### src/rtl/phy_rx_word_buffer_pkg.sv
// Shared constants and helpers for the PHY receive word buffer.
// Covers the default geometry, the pointer width and the drop-counter sizing.
package phy_rx_word_buffer_pkg;

  localparam int DEF_DATA_W    = 32;
  localparam int DEF_DEPTH     = 8;
  localparam int DEF_AF_THRESH = 6;
  localparam int DEF_AE_THRESH = 2;

  // Drop statistics counter saturates instead of wrapping.
  localparam int                    DROP_CNT_W   = 8;
  localparam logic [DROP_CNT_W-1:0] DROP_CNT_MAX = '1;

  // Per-cycle buffer operation, encoded as {pop, push}.
  typedef enum logic [1:0] {
    OP_IDLE = 2'b00,
    OP_PUSH = 2'b01,
    OP_POP  = 2'b10,
    OP_BOTH = 2'b11
  } buf_op_e;

  // Pointers carry one extra wrap bit above the storage index.
  function automatic int ptr_width(input int depth);
    return $clog2(depth) + 1;
  endfunction

endpackage

### src/rtl/phy_rx_buf_mem.sv
// Storage array for the receive word buffer.
// Synchronous write and addressed read; the contents are deliberately never reset.
module phy_rx_buf_mem
  import phy_rx_word_buffer_pkg::*;
#(
  parameter int DATA_W = DEF_DATA_W,
  parameter int DEPTH  = DEF_DEPTH
) (
  input  logic                       clk,
  input  logic                       wr_en,
  input  logic [$clog2(DEPTH)-1:0]   wr_addr,
  input  logic [DATA_W-1:0]          wr_data,
  input  logic [$clog2(DEPTH)-1:0]   rd_addr,
  output logic [DATA_W-1:0]          rd_data
);

  logic [DATA_W-1:0] mem [DEPTH];

  always_ff @(posedge clk) begin
    if (wr_en) begin
      mem[wr_addr] <= wr_data;
    end
  end

  assign rd_data = mem[rd_addr];

endmodule

### src/rtl/phy_rx_word_buffer.sv
// Receive word buffer between the PHY unstriping stage and the link layer.
// Optional drop statistics output enabled by defining PHY_RX_BUF_STATS_EN.
module phy_rx_word_buffer
  import phy_rx_word_buffer_pkg::*;
#(
  parameter int DATA_W    = DEF_DATA_W,
  parameter int DEPTH     = DEF_DEPTH,
  parameter int AF_THRESH = DEF_AF_THRESH,
  parameter int AE_THRESH = DEF_AE_THRESH
) (
  input  logic                    clk_f,
  input  logic                    reset,
  input  logic [DATA_W-1:0]       data_in,
  input  logic                    valid_in,
  output logic [DATA_W-1:0]       data_out,
  output logic                    valid_out,
  input  logic                    ready_in,
  input  logic                    clr_ovf,
  output logic                    full,
  output logic                    empty,
  output logic                    almost_full,
  output logic                    almost_empty,
  output logic                    overflow,
  output logic [$clog2(DEPTH):0]  count
`ifdef PHY_RX_BUF_STATS_EN
  ,
  output logic [DROP_CNT_W-1:0]   drop_cnt
`endif
);

  localparam int PW = ptr_width(DEPTH);
  localparam int AW = PW - 1;

  localparam logic [PW-1:0] ONE       = PW'(1);
  localparam logic [PW-1:0] DEPTH_LVL = PW'(DEPTH);
  localparam logic [PW-1:0] AF_LVL    = PW'(AF_THRESH);
  localparam logic [PW-1:0] AE_LVL    = PW'(AE_THRESH);

  logic [PW-1:0]     wr_ptr;
  logic [PW-1:0]     rd_ptr;
  logic [PW-1:0]     wr_ptr_nx;
  logic [PW-1:0]     rd_ptr_nx;
  logic [PW-1:0]     count_nx;
  logic              pop;
  logic              push_acc;
  logic              drop;
  buf_op_e           op;
  logic [DATA_W-1:0] mem_rd_data;
  logic [DATA_W-1:0] head_nx;

  assign pop      = valid_out & ready_in;
  assign push_acc = valid_in & (~full | pop);
  assign drop     = valid_in & full & ~pop;
  assign op       = buf_op_e'({pop, push_acc});

  always_comb begin
    wr_ptr_nx = wr_ptr;
    rd_ptr_nx = rd_ptr;
    count_nx  = count;
    case (op)
      OP_PUSH: begin
        wr_ptr_nx = wr_ptr + ONE;
        count_nx  = count + ONE;
      end
      OP_POP: begin
        rd_ptr_nx = rd_ptr + ONE;
        count_nx  = count - ONE;
      end
      OP_BOTH: begin
        wr_ptr_nx = wr_ptr + ONE;
        rd_ptr_nx = rd_ptr + ONE;
      end
      default: begin
      end
    endcase
  end

  // When the incoming word becomes the new head it is not in storage yet,
  // so it bypasses the array straight into the data_out register.
  always_comb begin
    head_nx = mem_rd_data;
    if (push_acc && (count == {{AW{1'b0}}, pop})) begin
      head_nx = data_in;
    end
  end

  phy_rx_buf_mem #(
    .DATA_W (DATA_W),
    .DEPTH  (DEPTH)
  ) u_mem (
    .clk     (clk_f),
    .wr_en   (push_acc),
    .wr_addr (wr_ptr[AW-1:0]),
    .wr_data (data_in),
    .rd_addr (rd_ptr_nx[AW-1:0]),
    .rd_data (mem_rd_data)
  );

  always_ff @(posedge clk_f or negedge reset) begin
    if (!reset) begin
      wr_ptr       <= '0;
      rd_ptr       <= '0;
      count        <= '0;
      data_out     <= '0;
      valid_out    <= 1'b0;
      full         <= 1'b0;
      empty        <= 1'b1;
      almost_full  <= (AF_LVL == '0);
      almost_empty <= 1'b1;
      overflow     <= 1'b0;
    end else begin
      wr_ptr       <= wr_ptr_nx;
      rd_ptr       <= rd_ptr_nx;
      count        <= count_nx;
      valid_out    <= (count_nx != '0);
      if (count_nx != '0) begin
        data_out <= head_nx;
      end
      full         <= (count_nx == DEPTH_LVL);
      empty        <= (count_nx == '0);
      almost_full  <= (count_nx >= AF_LVL);
      almost_empty <= (count_nx <= AE_LVL);
      // A new drop wins over a simultaneous clear.
      overflow     <= drop | (overflow & ~clr_ovf);
    end
  end

`ifdef PHY_RX_BUF_STATS_EN
  always_ff @(posedge clk_f or negedge reset) begin
    if (!reset) begin
      drop_cnt <= '0;
    end else if (drop) begin
      if (clr_ovf) begin
        drop_cnt <= DROP_CNT_W'(1);
      end else if (drop_cnt != DROP_CNT_MAX) begin
        drop_cnt <= drop_cnt + DROP_CNT_W'(1);
      end
    end else if (clr_ovf) begin
      drop_cnt <= '0;
    end
  end
`endif

endmodule

### config.mk
export PLATFORM = sky130hd
export DESIGN_NAME = phy_rx_word_buffer
export DESIGN_NICKNAME = d
export VERILOG_FILES = /design/src/rtl/phy_rx_word_buffer_pkg.sv /design/src/rtl/phy_rx_buf_mem.sv /design/src/rtl/phy_rx_word_buffer.sv
export SDC_FILE = /design/constraint.sdc
export NUM_CORES = 1
export LEC_CHECK = 0
export BUFFER_PORTS_ARGS = -buffer_cell sky130_fd_sc_hd__buf_2
export CAP_MARGIN = 40
export CORE_MARGIN = 2
export CORE_UTILIZATION = 40
export CTS_CLUSTER_SIZE = 20
export DETAILED_ROUTE_END_ITERATION = 8
export PLACE_DENSITY = 0.64
export SLEW_MARGIN = 25
export SYNTH_ARGS = -nofsm -noshare
export SYNTH_HDL_FRONTEND = slang
export SYNTH_SLANG_ARGS = --single-unit
### constraint.sdc
create_clock -name clk_f -period 5 [get_ports clk_f]
set_input_delay 1 -clock clk_f [delete_from_list [all_inputs] [get_ports clk_f]]
set_output_delay 1 -clock clk_f [all_outputs]
set_load 0.02 [all_outputs]
; Word level (Yosys, flattened, before mapping)
; Memories as Yosys holds them, arrays and structs flattened.
; Index checks and enable logic that the tools add are counted.
[totals]
mem_bits_rw = 256
out_inout_bits = 42
word_cells = 43
mem_count = 1
ff_bits = 50
inputBits = 37
[op_classes]
n_lt_le_gt_ge = 2
add_sub_neg = 4
muxes = 5
n_bitwise = 10
eq_ne = 5
reduce_logical = 5
[mem_list]
columns = name, depth, word_bits, read_ports, rd_clocked_by_memory_dff, wr, line
row1 = u_mem.mem, 8, 32, 1, 0, 1, phy_rx_buf_mem.sv:17  ; logic [DATA_W-1:0] mem [DEPTH];
[ops]
columns = operator, n
row1 = two-way mux 32 bit, 1
row2 = "adder 4 x 1 -> 4 bit, second input constant", 3
row3 = one-hot mux 4 bit (2 select lines), 1
row4 = bitwise AND 1 bit, 5
row5 = "equality test 2 bit, second input constant", 2
row6 = equality test 4 x 1 -> 1 bit, 1
row7 = "equality test 4 bit, second input constant", 1
row8 = "greater-or-equal comparator 4 x 3 -> 1 bit, second input constant", 1
row9 = "<= comparator 4 x 2 -> 1 bit, second input constant", 1
row10 = logical NOT 4 bit, 1
row11 = nonzero test 4 bit, 1
row12 = OR reduction 2 bit, 2
row13 = "subtractor 4 x 1 -> 4 bit, second input constant", 1
row14 = two-way mux 3 bit, 1
row15 = inverter 1 bit, 3
row16 = "equality test 2 x 1 -> 1 bit, second input constant", 1
row17 = two-way mux 1 bit, 2
row18 = bitwise OR 1 bit, 2
row19 = logical AND 1 bit, 1

; Logic depth before layout (Yosys ltp)
; Gate-level depths: netlist of run 1.
; An unclocked memory read counts as a cell.
[logic_depth]
depth_word = 8
ltp_mapped = 14
mapped_depth_nobuf = 13

; Hierarchy
; From an unflattened synthesis of run 1, not the netlist that was laid out.
[unflattened]
cells_unflattened = 561
area_unflattened_um2 = 12360.6
[modules_own_cells]
columns = mod, n_inst, seq_area_each_um2, area_per_inst_um2, cells_each
row1 = phy_rx_buf_mem, 1, 7687.4, 9825.7, 383
row2 = phy_rx_word_buffer, 1, 1203.7, 2534.9, 178

; Worst setup path before layout of run 1
; OpenSTA, ideal clock, no wires.
[synth_path]
path_type = input to register
from = input port ready_in
to = memory u_mem.mem[0][0] in the netlist's numbering, enable pin
required_ns = 4.499
cell_stages = 4
path_slack_ns = 0.086
path_buffers = 0
setup_time_ns = 0.501
arrival_ns = 4.412
path_cell_list = nand2_2 nand2_1 nand2_1 nor4_1
[synth_via]
elab_chain_len = 5
[synth_rtl]
columns = element, line
row1 = "start, declared", phy_rx_word_buffer.sv:17  ; input logic ready_in,
row2 = bitwise AND 1 bit, phy_rx_word_buffer.sv:51  ; assign pop = valid_out & ready_in;
row3 = bitwise OR 1 bit, phy_rx_word_buffer.sv:52  ; assign push_acc = valid_in & (~full | pop);
row4 = bitwise AND 1 bit, phy_rx_word_buffer.sv:52
row5 = two-way mux 1 bit, phy_rx_buf_mem.sv:20  ; if (wr_en) begin
row6 = two-way mux 1 bit (not written as such), phy_rx_buf_mem.sv:21  ; mem[wr_addr] <= wr_data;
row7 = "end, declared", phy_rx_buf_mem.sv:17
; No other way between the ends.

; Worst setup path in the final report of run 1
[layout_path]
from = input port ready_in
to = register data_out[23]
[layout_via]
word_cells_on_any_way = 14
cone_classes = eq/ne (4) / mux (3) / bitwise (3) / reduce/logical (3) / memory (1)
[layout_lines]
columns = element, line
row1 = bitwise AND 1 bit (*), phy_rx_word_buffer.sv:51
row2 = bitwise OR 1 bit, phy_rx_word_buffer.sv:52
row3 = bitwise AND 1 bit, phy_rx_word_buffer.sv:52
row4 = equality test 2 bit / equality test 2 x 1 -> 1 bit (equally long branches), phy_rx_word_buffer.sv:60  ; case (op)
row5 = one-hot mux 4 bit (2 select lines) (*), phy_rx_word_buffer.sv:60
row6 = named net count_nx[2], phy_rx_word_buffer.sv:43  ; logic [PW-1:0] count_nx;
row7 = nonzero test 4 bit (*), phy_rx_word_buffer.sv:116  ; if (count_nx != '0) begin
row8 = "end signal, assigned", phy_rx_word_buffer.sv:117  ; data_out <= head_nx;
row9 = "end, declared", phy_rx_word_buffer.sv:15  ; output logic [DATA_W-1:0] data_out,
; The timed path passes the listed nets; every way through them passes the cells marked *.
; A chain may end at the register's enable or synchronous reset.

==> results of run 1 <==
-- synth_stat cells (3+ instances only) --
cell / instances
sky130_fd_sc_hd__edfxtp_1: 256
sky130_fd_sc_hd__o22ai_1: 154
sky130_fd_sc_hd__nor3_1: 103
sky130_fd_sc_hd__clkbuf_1: 48
sky130_fd_sc_hd__dfrtp_1: 46
sky130_fd_sc_hd__nor2_1: 37
sky130_fd_sc_hd__nand3_1: 36
sky130_fd_sc_hd__a21oi_1: 34
sky130_fd_sc_hd__o32ai_1: 34
sky130_fd_sc_hd__o211a_1: 31
sky130_fd_sc_hd__o31ai_1: 31
sky130_fd_sc_hd__buf_2: 17
sky130_fd_sc_hd__nand2_1: 12
sky130_fd_sc_hd__xnor2_1: 9
sky130_fd_sc_hd__ha_1: 7
sky130_fd_sc_hd__inv_1: 6
sky130_fd_sc_hd__buf_1: 5
sky130_fd_sc_hd__o21ai_0: 5
sky130_fd_sc_hd__a31oi_1: 3
sky130_fd_sc_hd__buf_4: 3
sky130_fd_sc_hd__inv_2: 3
sky130_fd_sc_hd__mux2_2: 3
sky130_fd_sc_hd__mux2i_1: 3
sky130_fd_sc_hd__nand2b_1: 3
-- per-stage QoR --
step | worst slack (ns) | cells
2_1_floorplan | 0.08625 | 912
3_3_place_gp | 0.9531 | 1340
3_5_place_dp | 0.8713 | 1341
4_1_cts | 1.438 | 1396
5_1_grt | 1.224 | 1399
6_report | 1.400 | 1402
-- layout make-up --
cell class | count | area share [%]
flip-flops and latches | 304 | 61.64
multi-input cells | 526 | 23.55
clock buffers | 48 | 5.959
repair buffers | 109 | 4.736
well taps | 396 | 3.435
clock inverters | 7 | 0.3990
inverters | 9 | 0.2342
diodes | 3 | 0.05204
-- power groups by stage --
stage          combinational (uW)  clock, uW  sequential (uW)
6_report                     4580       2120             3640
5_1_grt                      4920       2250             3690
4_1_cts                      4480       2150             3640
3_5_place_dp                 4460          0             3680
3_3_place_gp                 4360          0             3680
2_1_floorplan                2800          0             3790
-- registers in the layout (all words and copies together) (netlist names) --
signal and count:
almost_empty 1, almost_full 1, count 4, data_out 32
empty 1, full 1, overflow 1, rd_ptr 3
u_mem.mem 256, valid_out 1, wr_ptr 3
-- critical path, stage by stage --
cell and delay (ns):
sky130_fd_sc_hd__buf_2 0.14, sky130_fd_sc_hd__nand2_2 0.16, sky130_fd_sc_hd__nand2_1 0.13, sky130_fd_sc_hd__nand2_1 0.20, sky130_fd_sc_hd__ha_1 0.35, sky130_fd_sc_hd__xor2_1 0.18, sky130_fd_sc_hd__ha_1 0.20, sky130_fd_sc_hd__a21oi_2 0.12
sky130_fd_sc_hd__mux2i_1 0.23, sky130_fd_sc_hd__xnor2_1 0.18, sky130_fd_sc_hd__nor3_4 0.24, sky130_fd_sc_hd__nand2_2 0.10, sky130_fd_sc_hd__inv_2 0.57, sky130_fd_sc_hd__o31ai_1 0.20
-- worst min path at each step --
stage                             start                        to  cells past startpoint
2_1_floorplan     wr_ptr[2]$_DFFE_PN0P_     wr_ptr[2]$_DFFE_PN0P_                      1
3_3_place_gp   data_out[30]$_DFFE_PN0N_  data_out[30]$_DFFE_PN0N_                      1
3_5_place_dp   data_out[30]$_DFFE_PN0N_  data_out[30]$_DFFE_PN0N_                      1
4_1_cts        data_out[28]$_DFFE_PN0N_  data_out[28]$_DFFE_PN0N_                      2
5_1_grt        data_out[30]$_DFFE_PN0N_  data_out[30]$_DFFE_PN0N_                      1
6_report       data_out[30]$_DFFE_PN0N_  data_out[30]$_DFFE_PN0N_                      1
-- cell usage in the layout (no fill, tap or decap), drive strengths merged, types with 34 or more instances in the layout --
cell / n
nor2: 37
o22ai: 154
nand3: 36
nor3: 104
dfrtp: 46
buf: 109
clkbuf: 48
o32ai: 34
edfxtp: 256
a21oi: 35
-- kinds of logic after synthesis --
kind of cell    Yosys count  share of synthesized area [%]
flops                   304                          70.88
mux                       7                         0.5985
fa+ha+maj                 7                         0.6982
xor+xnor                 10                         0.6983
buf+inv                  82                          2.713
simple gates            204                          7.930
compound gates          298                          16.48
-- routing by layer --
layer  share of wire [%]  wire, um  global-route usage (%)
met1                  42     15030                   30.24
met2                  46     16380                   33.72
met3                 9.5      3382                   4.072
met4                 2.0       699                   5.659
met5               0.042        15                       0
==> reports/qor.json, run 1 <==
{
  "route": {
    "dr.first_iter.drc_count": 993,
    "wl_per_cell_um": 25.32,
    "post-route-drc-count": 0,
    "routed_via_count": 8882,
    "drt.antenna.violating_nets": 0,
    "wirelength_um": 35500,
    "dr.pass1.iters": 6,
    "post_drt_via_cell_ratio": 6.335
  },
  "placed_design": {
    "postPlaceCellArea_um2": 13450,
    "portBuffers": 78,
    "hpwlAfterDp_um": 18990,
    "gp_congestion": 0.7723
  },
  "yosys": {
    "yosys_warnings": 0,
    "synth_top_flop_cell": "sky130_fd_sc_hd__edfxtp_1",
    "synthDominantAreaCellType": "sky130_fd_sc_hd__edfxtp_1",
    "syn_avg_cell_area_um2": 13.75,
    "synth.yosys.seq_area_share_pct": 70.88,
    "synthesized_netlist_net_count": 956,
    "netlist.area_leader.share_pct": 61.29,
    "synth.top_cells.by_area": "sky130_fd_sc_hd__edfxtp_1, sky130_fd_sc_hd__dfrtp_1, sky130_fd_sc_hd__o22ai_1",
    "synthesis.instances": 912,
    "synth_async_sr_flop_share_pct": 15.79,
    "synth_edf_count": 256,
    "synth.ff_latch_count": 304,
    "synthesis.area_um2": 12540,
    "distinct_cell_type_count_after_synthesis": 40
  },
  "critical_path": {
    "crit-reg2reg-capture": "data_out[23]$_DFFE_PN0N_",
    "worst-setup-path-type": "primary input to register",
    "worst_setup_path_startpoint": "ready_in",
    "reg2reg_setup_slack_ns": 1.43,
    "worst-endpoint-arrival_ns": 4.00,
    "reg2regPathDepth": 13,
    "critical_path_end_type": "register",
    "crit_end": "data_out[23]$_DFFE_PN0N_",
    "worst_r2r_startpoint": "valid_out$_DFF_PN0_",
    "crit_path_start_kind": "primary input",
    "worst_path_fanout_max": 32,
    "crit_required_ns": 5.40
  },
  "die": {
    "initial_core_util_pct": 40.79,
    "core_area_um2": 30750,
    "dieHeight_um": 181.1,
    "placementRows": 64,
    "total_i_o_pin_count": 79,
    "die-width_um": 181.1,
    "die_ar_um2": 32790
  },
  "power_and_ir_drop": {
    "power.density_nw_per_um2": 716.9,
    "total_power_uw": 10340,
    "share_comb_of_total_power_pct": 44.3,
    "clock_power_share_pct": 20.5,
    "pwr-share-seq_pct": 35.2,
    "power.switching_uw": 4294,
    "max_rail_drop_vdd_mv": 0.5349,
    "sw_share_pct": 41.53,
    "internal_power_uw": 6047,
    "leakage_uw": 0.004971
  },
  "sta": {
    "finalSetupTns_ns": 0,
    "worst-slew-pin-transition_ns": 0.8091,
    "rsz_0062_raised_after_global_routing": "no",
    "maxClockFrequency_mhz": 277.8,
    "setup-violations-final": 0,
    "final_count_of_pins_violating_max_slew": 0,
    "worst_hold_slack_ns": 0.5115,
    "post-route-period-util_pct": 72.00,
    "period_minus_slack_ns": 3.600,
    "hold_violations": 0,
    "max_slew_margin_pct": 46.06,
    "fin_skew_ns": 0.02133
  },
  "hold_path": {
    "hp-class": "register to register"
  },
  "clock_network": {
    "cts_sinks": 304,
    "cts-resized-gates": 0,
    "clock_tree.htree_level_count": 1,
    "cts_root_cell": "sky130_fd_sc_hd__clkbuf_16",
    "tritoncts": "built",
    "clock_slew_seen_by_the_registers_of_the_worst_setup_and_hold_paths_ns": 0.06,
    "post_cts.repair.setup_buffers": 0,
    "insertion_delay_ns": 0.56,
    "clock_buffer_count_from_cts": 30,
    "cts_hold_buffers": 0,
    "cts-root-to-sink-buffers": 3
  },
  "final_layout": {
    "synthToLayoutAreaGrowth_pct": 15.00,
    "drive_above_1_share_pct": 17.25,
    "n_fill_cell": 2716,
    "layout.core_utilization_pct": 46.91,
    "seqCellArea_um2": 8891,
    "combined_area_of_the_multi_input_logic_cells_um2": 3397,
    "num-nets-final": 1024,
    "design_area_um2": 14430
  },
  "flow_run": {
    "cap_viol_max_count": 0
  },
  "global_routing": {
    "grt_max_degree": 65,
    "grt.total_usage_pct": 21.29,
    "grt_pass1_vias": 8621,
    "grt_first_pass_wirelength_um": 53110,
    "global_route.overflow_total": 0,
    "antenna_found_initial": 2
  },
  "run_status": {
    "status": "completed"
  }
}
(Power assumes the default switching activity.)
==> inputs of run 2 (changes only) <==
- ABC_AREA: default -> 1
- clock period: 5 -> 3.4 ns (I/O delays scaled with it)
==> run 2 against run 1 <==
Against the previous run: via count increased by 7.4%; core utilization increased by 0.39 points; register-to-register slack got worse by 1.0 ns; clock power increased by 81%; first-iteration DRC count decreased by 19%; hold slack got worse by 0.29 ns; cell count increased by 33%; highest routed layer unchanged.
==> reports/qor.json, run 2 <==
{
  "run_status": {
    "status": "completed"
  },
  "global_routing": {
    "grt.total_usage": {"value": 19.59, "unit": "%", "change": "-1.7 points"},
    "grt_pass1_vias": {"value": 9020, "change": "+4.6%"},
    "antenna_found_initial": {"value": 6, "change": "+4"},
    "grt_max_degree": {"value": 97, "change": "+49%"},
    "global_route.overflow_total": {"value": 0, "change": "unchanged"},
    "grt_first_pass_wirelength": {"value": 53140, "unit": "um", "change": "about the same"}
  },
  "die": {
    "die-width": {"value": 187.9, "unit": "um", "change": "+3.8%"},
    "total_i_o_pin_count": {"value": 79, "change": "unchanged"},
    "core_area": {"value": 33450, "unit": "um^2", "change": "+8.8%"},
    "dieHeight": {"value": 187.9, "unit": "um", "change": "+3.8%"},
    "die_ar": {"value": 35300, "unit": "um^2", "change": "+7.7%"},
    "placementRows": {"value": 67, "change": "+4.7%"},
    "initial_core_util": {"value": 40.44, "unit": "%", "change": "-0.35 points"}
  },
  "sta": {
    "finalSetupTns": {"value": 0, "unit": "ns", "change": "unchanged"},
    "final_count_of_pins_violating_max_slew": {"value": 0, "change": "unchanged"},
    "maxClockFrequency_mhz": 332.1,
    "hold_violations": {"value": 0, "change": "unchanged"},
    "fin_skew": {"value": 0.01775, "unit": "ns", "change": "-0.003580 ns"},
    "rsz_0062_raised_after_global_routing": "no",
    "setup-violations-final": {"value": 0, "change": "unchanged"},
    "max_slew_margin": {"value": 51.25, "unit": "%", "change": "+5.2 points"},
    "fin_ws": {"value": 0.3892, "unit": "ns", "change": "-1.011 ns"},
    "post-route-period-util_pct": 88.55,
    "worst-slew-pin-transition": {"value": 0.7313, "unit": "ns", "change": "-0.07780 ns"},
    "period_minus_slack_ns": 3.011
  },
  "route": {
    "post_drt_via_cell_ratio": {"value": 5.128, "change": "-19%"},
    "drt.antenna.violating_nets": {"value": 0, "change": "unchanged"},
    "dr.first_iter.drc_count": {"value": 809, "change": "-19%"},
    "post-route-drc-count": {"value": 0, "change": "unchanged"},
    "wirelength": {"value": 34370, "unit": "um", "change": "-3.2%"},
    "wl_per_cell": {"value": 18.47, "unit": "um", "change": "-27%"},
    "routed_via_count": {"value": 9543, "change": "+7.4%"},
    "dr.pass1.iters": {"value": 6, "change": "unchanged"}
  },
  "placed_design": {
    "hpwlAfterDp": {"value": 18360, "unit": "um", "change": "-3.3%"},
    "portBuffers": {"value": 78, "change": "unchanged"},
    "postPlaceCellArea": {"value": 14620, "unit": "um^2", "change": "+8.7%"},
    "gp_congestion": {"value": 0.7463, "change": "-3.4%"},
    "post-place-ws": {"value": 0.1477, "unit": "ns", "change": "-0.7236 ns"}
  },
  "critical_path": {
    "crit-reg2reg-capture": "data_out[4]$_DFFE_PN0N_",
    "worst-endpoint-arrival": {"value": 3.41, "unit": "ns", "change": "-0.59 ns"},
    "worst_r2r_startpoint": "valid_out$_DFF_PN0_",
    "reg2reg_setup_slack": {"value": 0.39, "unit": "ns", "change": "-1.04 ns"},
    "worst-setup-path-type": "register to register",
    "reg2regPathDepth": {"value": 15, "change": "+2"},
    "critical_path_end_type": "register",
    "crit_end": "data_out[4]$_DFFE_PN0N_",
    "crit_path_start_kind": "register",
    "worst_path_fanout_max": {"value": 34, "change": "+6.3%"},
    "crit_required": {"value": 3.80, "unit": "ns", "change": "-1.60 ns"},
    "worst_setup_path_startpoint": "valid_out$_DFF_PN0_"
  },
  "yosys": {
    "synthDominantAreaCellType": "sky130_fd_sc_hd__edfxtp_1",
    "synth_top_flop_cell": "sky130_fd_sc_hd__edfxtp_1",
    "synth_area_in_simple_gates": {"value": 24.58, "unit": "%", "change": "+17 points"},
    "synth_edf_count": {"value": 256, "change": "unchanged"},
    "synth_top_family_by_area": "simple AND/OR/NAND/NOR gates",
    "distinct_cell_type_count_after_synthesis": {"value": 28, "change": "-30%"},
    "synth-adder-area-share": {"value": 0.6475, "unit": "%", "change": "-0.051 points"},
    "synthesized_netlist_net_count": {"value": 1358, "change": "+42%"},
    "post_synth_mux_area_share": {"value": 0, "unit": "%", "change": "-0.60 points"},
    "synth_commonest_cells": "sky130_fd_sc_hd__nand2_1, sky130_fd_sc_hd__nand3_1, sky130_fd_sc_hd__edfxtp_1",
    "synthMostInstantiatedCell": "sky130_fd_sc_hd__nand2_1",
    "synth.top_cells.by_area": "sky130_fd_sc_hd__edfxtp_1, sky130_fd_sc_hd__nand3_1, sky130_fd_sc_hd__nand2_1",
    "yosys.area_share.xor_xnor": {"value": 0.3238, "unit": "%", "change": "-0.37 points"},
    "synth.yosys.seq_area_share": {"value": 65.74, "unit": "%", "change": "-5.1 points"},
    "netlist.area_leader.share": {"value": 56.84, "unit": "%", "change": "-4.5 points"},
    "yosys_warnings": {"value": 0, "change": "unchanged"},
    "synth.ff_latch_count": {"value": 304, "change": "unchanged"},
    "synth_async_sr_flop_share": {"value": 15.79, "unit": "%", "change": "unchanged"},
    "synthesis.instances": {"value": 1314, "change": "+44%"},
    "compound_gate_fraction_of_synth_area": {"value": 0.3793, "unit": "%", "change": "-16 points"},
    "synthesis.area": {"value": 13530, "unit": "um^2", "change": "+7.8%"},
    "syn_avg_cell_area": {"value": 10.29, "unit": "um^2", "change": "-25%"}
  },
  "clock_network": {
    "cts_root_cell": "sky130_fd_sc_hd__clkbuf_16",
    "cts_hold_buffers": {"value": 0, "change": "unchanged"},
    "clock_slew_seen_by_the_registers_of_the_worst_setup_and_hold_paths": {"value": 0.06, "unit": "ns", "change": "about the same"},
    "tritoncts": "built",
    "cts-root-to-sink-buffers": {"value": 3, "change": "unchanged"},
    "clock_tree.htree_level_count": {"value": 2, "change": "+1"},
    "cts_sinks": {"value": 304, "change": "unchanged"},
    "clock_buffer_count_from_cts": {"value": 35, "change": "+17%"},
    "post_cts.repair.setup_buffers": {"value": 0, "change": "unchanged"},
    "cts-resized-gates": {"value": 0, "change": "unchanged"},
    "insertion_delay": {"value": 0.51, "unit": "ns", "change": "-0.05 ns"}
  },
  "flow_run": {
    "cap_viol_max_count": {"value": 0, "change": "unchanged"}
  },
  "final_layout": {
    "register_with_the_most_flip_flops": "u_mem.mem",
    "flip_flop_count_of_the_largest_register_all_copies_and_words_added": {"value": 256, "change": "unchanged"},
    "design_area": {"value": 15820, "unit": "um^2", "change": "+9.7%"},
    "layout.core_utilization": {"value": 47.30, "unit": "%", "change": "+0.39 points"},
    "final_common_cell": "sky130_fd_sc_hd__nand2_1",
    "drive_above_1_share": {"value": 13.13, "unit": "%", "change": "-4.1 points"},
    "largest_registers": "u_mem.mem: 256 flops, data_out: 32 flops, count: 4 flops",
    "num-nets-final": {"value": 1427, "change": "+39%"},
    "final_cell_mix": "sky130_fd_sc_hd__nand2_1, sky130_fd_sc_hd__nand3_1, sky130_fd_sc_hd__edfxtp_1",
    "synthToLayoutAreaGrowth_pct": 16.97
  },
  "power_and_ir_drop": {
    "max_rail_drop_vdd": {"value": 0.7884, "unit": "mV", "change": "+47%"},
    "power.density": {"value": 982.2, "unit": "nW/um^2", "change": "+37%"},
    "leakage": {"value": 0.006753, "unit": "uW", "change": "+36%"}
  },
  "hold_path": {
    "hp-class": "primary input to async pin"
  }
}
## run 2: changes by cell type after synthesis, moves of 31 or more
cell	delta
sky130_fd_sc_hd__nand3_1	+230
sky130_fd_sc_hd__o31ai_1	-31
sky130_fd_sc_hd__inv_1	+204
sky130_fd_sc_hd__o32ai_1	-34
sky130_fd_sc_hd__o22ai_1	-154
sky130_fd_sc_hd__a21oi_1	-32
sky130_fd_sc_hd__nor3_1	-102
sky130_fd_sc_hd__nand3b_1	+62
sky130_fd_sc_hd__o211a_1	-31
sky130_fd_sc_hd__nand4_1	+31
sky130_fd_sc_hd__nand2_1	+308
## run 2: where the power goes
part | total (uW) | internal, uW | switching (uW)
registers | 5250 | 4870 | 379
clock network | 3840 | 2360 | 1480
logic | 6440 | 1960 | 4490
## run 2: how the worst min path moves through the flow
stage | from | to | slack (ns) | cells after the start
finish | reset | rd_ptr[2]$_DFF_PN0_ | 0.23 | 1
global route | reset | data_out[7]$_DFFE_PN0N_ | 0.27 | 1
CTS | reset | rd_ptr[2]$_DFF_PN0_ | 0.23 | 1
detailed placement | overflow$_DFF_PN0_ | overflow$_DFF_PN0_ | 0.53 | 2
global placement | data_out[2]$_DFFE_PN0N_ | data_out[2]$_DFFE_PN0N_ | 0.51 | 2
floorplan | reset | almost_full$_DFF_PN0_ | 0.38 | 0
## run 2: area by class of cell
cell class,count,area (um^2)
Multi-Input combinational cell,724,3610
Timing Repair Buffer,106,763.2
Sequential cell,304,8891
Antenna cell,4,10.01
Clock buffer,46,989.7
Clock inverter,17,201.4
Fill cell,2993,17630
Inverter,212,795.8
Tap cell,448,560.5
## run 2: critical path, cell delays in order, from the launching register on
cell                      delay (ns)
sky130_fd_sc_hd__dfrtp_1        0.47
sky130_fd_sc_hd__nand2_2        0.12
sky130_fd_sc_hd__nand2_1        0.07
sky130_fd_sc_hd__nand2_1        0.09
sky130_fd_sc_hd__ha_1           0.28
sky130_fd_sc_hd__nand2_1        0.08
sky130_fd_sc_hd__inv_1          0.05
sky130_fd_sc_hd__nor2_1         0.16
sky130_fd_sc_hd__ha_1           0.26
sky130_fd_sc_hd__o21ai_1        0.20
sky130_fd_sc_hd__inv_2          0.07
sky130_fd_sc_hd__or2_4          0.24
sky130_fd_sc_hd__nor2_4         0.13
sky130_fd_sc_hd__nand3_4        0.37
sky130_fd_sc_hd__nand2_1        0.20
sky130_fd_sc_hd__nand2_1        0.08
## run 2: stage by stage
stage               total power, uW  hold WS [ns]  instances
floorplan                      9520        0.3844       1314
global placement              11610        0.5147       1794
detailed placement            11760        0.5320       1794
CTS                           15610        0.2331       1857
global route                  16510        0.2678       1861
finish                        15540        0.2259       1861
## run 2: cells by family after synthesis
family | count (synthesis)
AOI/OAI and AO/OA | 9
xor gates and xnor gates | 5
adders and majority gates | 7
buffers and inverters | 286
DFF | 304
and+or+nand+nor | 703
## run 2: layer usage
| metal | vias to the layer above | track usage [%] | routed length (um) |
|---|---|---|---|
| li1 | 4520 | - | - |
| met3 | 63 | 3.069 | 2436 |
| met4 | 2 | 6.996 | 791 |
| met1 | 4603 | 27.70 | 15050 |
| met5 | - | 0 | 7 |
| met2 | 355 | 30.74 | 16080 |
==> inputs of run 3 (changes only) <==
- PLACE_DENSITY: 0.64 -> 0.59
- TNS_END_PERCENT: default -> 10
- clock period: 3.4 -> 3.1 ns (I/O delays scaled with it)
==> run 3 against run 2 <==
Against the previous run: hold slack improved by 0.087 ns; via count shrank 1.5%; core utilization decreased by 0.19 points; power increased by 7.0%; clock power shrank 4%; largest cell class unchanged; global-route usage grew 0.25 points; cell count is 0.32% higher; first-iteration DRC count is 15% lower; sequential share of layout area grew 0.24 points; worst setup slack worse by 0.14 ns.
==> reports/qor.json, run 3 (synthesis gave the netlist of run 2 again) <==
{
  "critical_path": {
    "worst_r2r_startpoint": "valid_out$_DFF_PN0_",
    "critical_path_end_type": "register",
    "worst_path_fanout_max": {"value": 25, "change": "-26%"},
    "critPathMostFrequentCell": "sky130_fd_sc_hd__nand2_1",
    "worst-endpoint-arrival": {"value": 3.25, "unit": "ns", "change": "-0.16 ns"},
    "cpPeakStageDelay": {"value": 0.45, "unit": "ns", "change": "-0.02 ns"},
    "crit_required": {"value": 3.50, "unit": "ns", "change": "-0.30 ns"},
    "crit_chain": "nand2_2, nand2_1, nand2_1, ha_1, nor2_1, nor2_1, ha_1, o21ai_1, inv_2, or2_4, nor2_4, nand3_4, buf_12, nand2_1, nand2_1",
    "crit_path_start_kind": "register",
    "worst-setup-path-type": "register to register",
    "critical_path.slowest_cell": "sky130_fd_sc_hd__dfrtp_2",
    "worst_setup_path_startpoint": "valid_out$_DFF_PN0_"
  },
  "global_routing": {
    "grt_first_pass_wirelength": {"value": 54120, "unit": "um", "change": "+1.8%"},
    "grt.total_usage": {"value": 19.83, "unit": "%", "change": "+0.25 points"},
    "global_route.overflow_total": {"value": 0, "change": "unchanged"},
    "grt_pass1_vias": {"value": 9154, "change": "+1.5%"},
    "antenna_found_initial": {"value": 4, "change": "-2"},
    "grt_max_degree": {"value": 97, "change": "unchanged"}
  },
  "sta": {
    "maxClockFrequency": {"value": 351.0, "unit": "MHz", "change": "+5.7%"},
    "rsz_0062_raised_after_global_routing": "no",
    "worst-slew-pin-transition": {"value": 0.6869, "unit": "ns", "change": "-0.04438 ns"},
    "setup-violations-final": {"value": 0, "change": "unchanged"},
    "period_minus_slack": {"value": 2.849, "unit": "ns", "change": "-0.1617 ns"},
    "final_count_of_pins_violating_max_slew": {"value": 0, "change": "unchanged"},
    "hold_violations": {"value": 0, "change": "unchanged"},
    "max_slew_margin": {"value": 54.15, "unit": "%", "change": "+2.9 points"},
    "fin_skew": {"value": 0.02110, "unit": "ns", "change": "+0.003344 ns"},
    "post-route-period-util": {"value": 91.90, "unit": "%", "change": "+3.4 points"},
    "finalSetupTns": {"value": 0, "unit": "ns", "change": "unchanged"}
  },
  "route": {
    "wirelength": {"value": 34580, "unit": "um", "change": "+0.62%"},
    "post_drt_via_cell_ratio": {"value": 5.034, "change": "-1.8%"},
    "wl_per_cell": {"value": 18.52, "unit": "um", "change": "+0.30%"},
    "dr.first_iter.drc_count": {"value": 684, "change": "-15%"},
    "drt.antenna.violating_nets": {"value": 0, "change": "unchanged"},
    "post-route-drc-count": {"value": 0, "change": "unchanged"},
    "dr.pass1.iters": {"value": 5, "change": "-1"},
    "routed_via_count": {"value": 9399, "change": "-1.5%"}
  },
  "clock_network": {
    "cts_root_cell": "sky130_fd_sc_hd__clkbuf_16",
    "clock_slew_seen_by_the_registers_of_the_worst_setup_and_hold_paths": {"value": 0.06, "unit": "ns", "change": "about the same"},
    "cts-root-to-sink-buffers": {"value": 3, "change": "unchanged"},
    "clock_buffer_count_from_cts": {"value": 34, "change": "-2.9%"},
    "cts_sinks": {"value": 304, "change": "unchanged"},
    "insertion_delay": {"value": 0.51, "unit": "ns", "change": "about the same"},
    "tritoncts": "built",
    "clock_tree.htree_level_count": {"value": 2, "change": "unchanged"}
  },
  "final_layout": {
    "register_with_the_most_flip_flops": "u_mem.mem",
    "largest_registers": "u_mem.mem: 256 flops, data_out: 32 flops, count: 4 flops",
    "drive_above_1_share": {"value": 12.99, "unit": "%", "change": "-0.14 points"},
    "synthToLayoutAreaGrowth_pct": 16.49,
    "num-nets-final": {"value": 1436, "change": "+0.63%"},
    "final_cell_mix": "sky130_fd_sc_hd__nand2_1, sky130_fd_sc_hd__nand3_1, sky130_fd_sc_hd__edfxtp_1",
    "design_area": {"value": 15760, "unit": "um^2", "change": "-0.41%"},
    "final_common_cell": "sky130_fd_sc_hd__nand2_1",
    "flip_flop_count_of_the_largest_register_all_copies_and_words_added": {"value": 256, "change": "unchanged"}
  },
  "die": {
    "die_ar": {"value": 35300, "unit": "um^2", "change": "unchanged"},
    "initial_core_util": {"value": 40.44, "unit": "%", "change": "unchanged"},
    "placementRows": {"value": 67, "change": "unchanged"},
    "total_i_o_pin_count": {"value": 79, "change": "unchanged"},
    "die-width": {"value": 187.9, "unit": "um", "change": "unchanged"},
    "dieHeight": {"value": 187.9, "unit": "um", "change": "unchanged"},
    "core_area": {"value": 33450, "unit": "um^2", "change": "unchanged"}
  },
  "power_and_ir_drop": {
    "sw_share": {"value": 41.45, "unit": "%", "change": "+0.62 points"},
    "power.switching": {"value": 6890, "unit": "uW", "change": "+8.6%"},
    "max_rail_drop_vdd": {"value": 0.7236, "unit": "mV", "change": "-8.2%"},
    "leakage": {"value": 0.006740, "unit": "uW", "change": "-0.18%"},
    "power.density": {"value": 1055, "unit": "nW/um^2", "change": "+7.4%"},
    "pwr-share-seq": {"value": 34.5, "unit": "%", "change": "+0.7 points"},
    "internal_power": {"value": 9732, "unit": "uW", "change": "+5.8%"},
    "clock_power_share": {"value": 22.1, "unit": "%", "change": "-2.6 points"},
    "share_comb_of_total_power": {"value": 43.4, "unit": "%", "change": "+1.9 points"}
  },
  "run_status": {
    "status": "completed"
  },
  "flow_run": {
    "cap_viol_max_count": {"value": 0, "change": "unchanged"}
  },
  "placed_design": {
    "postPlaceCellArea": {"value": 14730, "unit": "um^2", "change": "+0.72%"},
    "gp_congestion": {"value": 0.7606, "change": "+1.9%"},
    "portBuffers": {"value": 78, "change": "unchanged"},
    "hpwlAfterDp": {"value": 18450, "unit": "um", "change": "+0.46%"}
  },
  "hold_path": {
    "holdCritStartpoint": "clr_ovf",
    "hp-class": "primary input to register"
  }
}
run 3: power groups by stage:
stage	logic, uW	clock network, uW	registers, uW
2_1_floorplan	4400	0	6040
3_3_place_gp	7120	0	5810
3_5_place_dp	7230	0	5810
4_1_cts	7270	3750	5730
5_1_grt	8060	3900	5800
6_report	7220	3670	5730
run 3: layout make-up:
class / count / area [um^2]
antenna: 2 / 5.005
clock buffer: 48 / 944.7
clock inverter: 13 / 66.31
fill: 3063 / 17690
inverter: 212 / 795.8
multi-input combinational: 724 / 3610
sequential: 304 / 8892
tap: 448 / 560.5
timing repair buffer: 116 / 882.1
run 3: stage by stage:
step	util, %	hold slack [ns]	power [uW]	std cells	worst slack (ns)
6_report	47.11	0.3125	16620	1867	0.2509
2_1_floorplan	-	0.3244	10440	1314	0.2066
3_5_place_dp	44.02	0.5155	13030	1803	0.01043
3_3_place_gp	43.96	0.5298	12930	1802	0.1058
5_1_grt	47.11	0.3101	17760	1867	0.03200
4_1_cts	47.08	0.3010	16750	1865	0.2093
run 3: path summary, 6_finish.rpt:
path                                            endpoint  slack [ns]  depth (start not counted)
worst max-delay path             data_out[1]$_DFFE_PN0N_        0.25                         15
worst min-delay path                  overflow$_DFF_PN0_        0.31                          2
worst max register to register   data_out[1]$_DFFE_PN0N_        0.25                         15
worst min register to register  data_out[29]$_DFFE_PN0N_        0.53                          2
max in group asynchronous            valid_out$_DFF_PN0_        2.04                          3
min in group asynchronous             count[1]$_DFF_PN0_        0.52                          2
run 3: metal layers:
| layer | GRT usage (%) | wire [um] | part of all wire, % |
|---|---|---|---|
| met3 | 3.107 | 1885 | 5.5 |
| met4 | 4.967 | 461 | 1.3 |
| met1 | 27.42 | 15860 | 46 |
| met5 | 0 | 27 | 0.078 |
| met2 | 32.83 | 16350 | 47 |
run 3: what timing repair did:
action                                  CTS  global route
gates resized for setup                   0             2
hold buffers                              1             0
buffers inserted                          0             0
hold endpoints to repair                  6             0
endpoints found under the setup margin    0             9
run 3: worst max-delay path: cells and delay by family, from the launching register on:
kind                       cells  cell delay [ns]
adders and majority gates      2             0.51
buffers and inverters          2             0.30
DFF                            1             0.45
AOI/OAI and AO/OA              1             0.19
and+or+nand+nor               10             1.28
